$ cat config.mk
export PLATFORM = sky130hd
export DESIGN_NAME = min_quad_packer
export DESIGN_NICKNAME = d
export VERILOG_FILES = /design/src/rtl/min_pkg.sv /design/src/rtl/lane_reg_en.sv /design/src/rtl/min_quad_packer.sv
export SDC_FILE = /design/constraint.sdc
export NUM_CORES = 1
export LEC_CHECK = 0
export CORE_UTILIZATION = 38
export CTS_CLUSTER_DIAMETER = 120
export CTS_CLUSTER_SIZE = 30
export DETAILED_ROUTE_END_ITERATION = 16
export HOLD_SLACK_MARGIN = 0.06
export PLACE_DENSITY = 0.63
export SLEW_MARGIN = 25
export SYNTH_ARGS = -nofsm -noshare
export SYNTH_HDL_FRONTEND = slang
export SYNTH_SLANG_ARGS = --single-unit
export TNS_END_PERCENT = 50
$ cat constraint.sdc
create_clock -name clk -period 2.5 [get_ports clk]
set_clock_uncertainty 0.15 [all_clocks]
set_input_delay 0.75 -clock clk [delete_from_list [all_inputs] [get_ports clk]]
set_output_delay 0.75 -clock clk [all_outputs]
set_load 0.01 [all_outputs]
$ cat src/rtl/min_pkg.sv
// min_pkg -- definitions shared by the 4-input minimum finder datapath.
//   WIDTH_DEF : default sample width
//   LANES     : samples per packed group
//   PAD_VAL   : filler for unfilled lanes (max unsigned, so it never wins a min)
//   fill_t    : assembly fill state, FILL0..FILL3 = samples currently held
package min_pkg;

   localparam int WIDTH_DEF = 16;
   localparam int LANES     = 4;
   localparam logic [0:WIDTH_DEF-1] PAD_VAL = {WIDTH_DEF{1'b1}};

   typedef enum logic [1:0] {
      FILL0 = 2'd0,
      FILL1 = 2'd1,
      FILL2 = 2'd2,
      FILL3 = 2'd3
   } fill_t;

endpackage

$ cat src/rtl/lane_reg_en.sv
// lane_reg_en -- WIDTH-bit register with load enable and synchronous active-high
// reset to zero. Used for both the assembly lanes and the output lanes of the packer.
//   clk  : clock
//   rst  : synchronous reset, clears q
//   en   : load d on the next rising edge
//   d    : data in
//   q    : registered data out
module lane_reg_en #(
   parameter int WIDTH = 16
) (
   input  logic             clk,
   input  logic             rst,
   input  logic             en,
   input  logic [0:WIDTH-1] d,
   output logic [0:WIDTH-1] q
);

   always_ff @(posedge clk) begin
      if (rst)     q <= '0;
      else if (en) q <= d;
   end

endmodule

$ cat src/rtl/min_quad_packer.sv
// min_quad_packer -- packs a serial valid/ready sample stream into groups of four
// (a = oldest .. d = newest) and holds each group on a valid/ready output register
// feeding the min-finder. One sample per cycle sustained, no bubbles.
//   clk, rst            : clock, synchronous active-high reset
//   in_data/in_valid    : upstream sample and its valid
//   in_ready            : sample accepted this cycle when in_valid & in_ready
//   flush               : (PACK_FLUSH_EN only) emit partial group padded with PAD_VAL
//   a,b,c,d / out_valid : packed group and its valid, held stable while stalled
//   out_ready           : downstream takes the group this cycle
// Build option: define PACK_FLUSH_EN to add the flush port and padded partial groups.
module min_quad_packer
   import min_pkg::*;
#(
   parameter int WIDTH = WIDTH_DEF
) (
   input  logic             clk,
   input  logic             rst,
   input  logic [0:WIDTH-1] in_data,
   input  logic             in_valid,
   output logic             in_ready,
`ifdef PACK_FLUSH_EN
   input  logic             flush,
`endif
   output logic [0:WIDTH-1] a,
   output logic [0:WIDTH-1] b,
   output logic [0:WIDTH-1] c,
   output logic [0:WIDTH-1] d,
   output logic             out_valid,
   input  logic             out_ready
);

   localparam logic [0:WIDTH-1] PAD = {WIDTH{1'b1}};

   fill_t count;
   logic  slot_free, accept, emit, flush_fire;

   logic [LANES-2:0][0:WIDTH-1] asm_q;
   logic [LANES-1:0][0:WIDTH-1] out_d, out_q;

   assign slot_free = !out_valid | out_ready;

`ifdef PACK_FLUSH_EN
   // While flushing, in_ready doubles as the flush acknowledge, so it waits only
   // on the output slot regardless of the fill level.
   assign in_ready   = !rst & (flush ? slot_free : ((count != FILL3) | slot_free));
   assign flush_fire = flush & slot_free & ((count != FILL0) | in_valid);
`else
   assign in_ready   = !rst & ((count != FILL3) | slot_free);
   assign flush_fire = 1'b0;
`endif

   assign accept = in_valid & in_ready;
   assign emit   = (accept & (count == FILL3)) | flush_fire;

   // Assembly lanes: lane n captures the sample accepted while holding n samples.
   for (genvar i = 0; i < LANES-1; i++) begin : g_asm
      lane_reg_en #(.WIDTH(WIDTH)) u_asm (
         .clk (clk),
         .rst (rst),
         .en  (accept & (count == fill_t'(i))),
         .d   (in_data),
         .q   (asm_q[i])
      );
   end

   // Output lane source: held samples below the fill level, the incoming sample
   // at the fill level, padding above it. A normal full group is the count==3 case
   // with in_valid set, so one mux serves both full and flushed groups.
   for (genvar i = 0; i < LANES; i++) begin : g_out
      if (i < LANES-1) begin : g_held
         assign out_d[i] = (count > fill_t'(i))                ? asm_q[i] :
                           ((count == fill_t'(i)) && in_valid) ? in_data  : PAD;
      end else begin : g_last
         assign out_d[i] = ((count == FILL3) && in_valid) ? in_data : PAD;
      end

      lane_reg_en #(.WIDTH(WIDTH)) u_out (
         .clk (clk),
         .rst (rst),
         .en  (emit),
         .d   (out_d[i]),
         .q   (out_q[i])
      );
   end

   assign a = out_q[0];
   assign b = out_q[1];
   assign c = out_q[2];
   assign d = out_q[3];

   always_ff @(posedge clk) begin
      if (rst) begin
         count     <= FILL0;
         out_valid <= 1'b0;
      end else begin
         if (emit)        count <= FILL0;
         else if (accept) count <= fill_t'(count + 2'd1);

         // A new group overrides a drain in the same cycle.
         if (emit)           out_valid <= 1'b1;
         else if (out_ready) out_valid <= 1'b0;
      end
   end

endmodule
==> results.yml <==
run_status:
  status: "finished clean"
timing:
  max_freq_mhz: 411
  rsz0062_at_grt: "no"
  timing.final.ws_setup_ns: 0.0674
  finalCritPeriodShare_pct: 97.3
  fin_tns_setup_ns: 0
  hold_viol: 0
  relSlewSlack_pct: 63.3
  report.final.slew_viol_count: 0
  tightest_slew_ns: 0.550
  period_needed_ns: 2.43
  holdWs_ns: 0.308
  setup_violations: 0
clock_tree:
  numCtsBuffers: 17
  ctsHtreeMaxLevel: 4
  cts_buffer_depth: 2
  cts_setup_buffers: 0
  cts_tree: "yes"
  cts_sinks: 115
  worstSkewPairLatency_ns: 0.41
  cts-root-buf: "clkbuf_16"
  path_clk_slew_ns: 0.05
setup_path:
  crit_type: "in2out"
  worstPathRequired_ns: 1.60
  crit_fanout: 2
  slowest_stage: "dlygate4sd2_1"
  crit_path_end_kind: "output pin"
  worstPathArrival_ns: 1.53
  critPathLaunchType: "input port"
  cpPeakStageDelay_ns: 0.26
  crit_chain: "dlygate4sd2_1 -> and3b_1 -> nor2_2 -> buf_2"
yosys:
  ys_types: 31
  synth-seq-cells: 115
  synth_mux_area_share_pct: 3.64
  synthesis.nets: 585
  synth_top_family_by_area: "compound AO/OA/AOI/OAI gates"
  synthCells: 561
  synth_xor_area_share_pct: 0
  synthAdderAreaFrac_pct: 1.01
  ys_seq_area_share_pct: 46.5
  yosys.area_share.simple_pct: 20.7
  synthesis.area_sq_um: 4950
  synth.avg_cell_area_sq_um: 8.83
  synth_compound_area_share_pct: 21.5
  ys_warn_count: 0
finish:
  layout-drive-gt1-share_pct: 13.0
  nets: 652
  area_growth_pct: 31.1
  finalNonFillerCells: 812
  antenna_cells: 0
  final_area_sq_um: 6490
die:
  initial_core_util_pct: 39.1
  rows: 41
  die_width_um: 116
  core_area_sq_um: 12700
  dieArea_sq_um: 13500
  io_pins: 86
  fp.dieH_um: 116
routing:
  first_iter_violations: 353
  vias: 4610
  final_antenna_net_count: 0
  drc: 0
  routed_wl_mm: 14.5
  wl_per_cell_um: 17.9
  vias_per_cell: 5.68
  firstDrtPassIters: 5
place:
  hpwl_mm: 9.11
  pre_cts_slack_ns: -0.642
  dp.cells: 781
  gp_congestion: 0.814
  io_buffers: 85
  dpl-instance-area_sq_um: 5980
global_routing:
  grt_first_pass_wirelength_mm: 22.8
  grt_max_degree: 65
  grtUsageTotal_pct: 22.5
  grt_pass1_vias: 4291
  antenna_found_initial: 0
  grt.overflow.total: 0
power:
  power_density_nw_per_um2: 669
  peakVddDrop_mv: 0.549
  p_leak_nw: 2.36
flow_run:
  drv_cap: 0
min_path:
  hold_path_class: "reg2reg"
-- layout make-up --
| class | count | area [sq um] |
|---|---|---|
| Tap cell | 172 | 215 |
| Clock buffer | 26 | 489 |
| Timing Repair Buffer | 113 | 1110 |
| Fill cell | 1190 | 6180 |
| Multi-Input combinational cell | 376 | 2330 |
| Inverter | 5 | 18.8 |
| Clock inverter | 5 | 27.5 |
| Sequential cell | 115 | 2300 |
-- Yosys cell counts --
cell	count	area, sq um
o211ai_1	32	240
nand3_1	64	320
mux2_1	10	113
buf_2	20	100
buf_6	3	33.8
o21ai_0	65	325
and3b_1	4	35.0
nand3b_2	2	22.5
o22ai_1	16	100
nor2b_1	17	106
nand2_1	34	128
clkbuf_2	3	15.0
o21ai_1	1	5.00
mux2_2	6	67.6
nand4_1	16	100
o311ai_0	12	105
nor2_1	1	3.75
inv_1	5	18.8
or3_1	1	6.26
clkbuf_1	30	113
nand2_2	1	6.26
nand3b_1	17	128
o311ai_1	4	35.0
nand4_4	1	21.3
nand2b_1	1	6.26
buf_1	4	15.0
buf_4	5	37.5
a21oi_1	51	255
ha_1	4	50.1
dfxtp_1	115	2300
or3b_2	16	140
-- per-stage QoR --
| step | utilization [%] | power, mW |
|---|---|---|
| finish | 51.3 | 4.35 |
| global route | 51.3 | 4.50 |
| CTS | 51.3 | 4.38 |
| detailed placement | 47.2 | 2.27 |
| global placement | 47.2 | 2.26 |
| floorplan | - | 2.12 |
-- registers in the layout, indices dropped and copies added (netlist names) --
name and count:
g_out.u_out.q 64, g_asm.u_asm.q 48, count 2, out_valid 1
-- critical path, delay by kind of cell --
family                 cells  cell delay [ns]
and+or+nand+nor            2             0.36
buffers and inverters      2             0.41
-- what timing repair did --
item,4_1_cts,5_1_grt
hold buffers,0,0
setup endpoints to repair,1,0
gates resized for setup,6,0
-- layout by cell type, fill, tap and decap left out, drive strengths merged, types with 17 or more instances in the layout --
master / count
o21ai: 66
nand2: 35
buf: 30
nand3: 64
a21oi: 51
dfxtp: 115
clkdlybuf4s50: 82
nor2b: 17
o211ai: 32
nand3b: 19
nand4: 17
clkbuf: 26
-- report_power, final --
part | switching, mW | internal (mW) | total [mW]
Combinational | 0.206 | 0.132 | 0.338
Sequential | 0.0212 | 1.88 | 1.90
Clock | 0.780 | 1.33 | 2.11
-- kinds of logic after synthesis --
group / after synthesis
buffers and inverters: 70
multiplexers: 16
AO/OA/AOI/OAI: 181
AND/OR/NAND/NOR: 175
adder cells (fa/ha/maj): 4
flip-flops: 115
-- worst paths after layout --
kind	to	slack (ns)	from	depth (start not counted)
max	in_ready	0.07	out_ready	4
min	g_out[2].u_out.q[15]	0.31	g_asm[2].u_asm.q[15]	2
max reg2reg	g_out[1].u_out.q[5]	0.53	count[1]	7
min reg2reg	g_out[2].u_out.q[15]	0.31	g_asm[2].u_asm.q[15]	2
-- per-layer routing --
metal  vias up  share of wire [%]  GRT usage (%)
met4         0                2.4           10.0
met5         -                  0              0
met3        27                6.0           4.77
met1      2214                 45           30.6
li1       2190                  -              -
met2       179                 47           34.2
(Power assumes the default switching activity.)
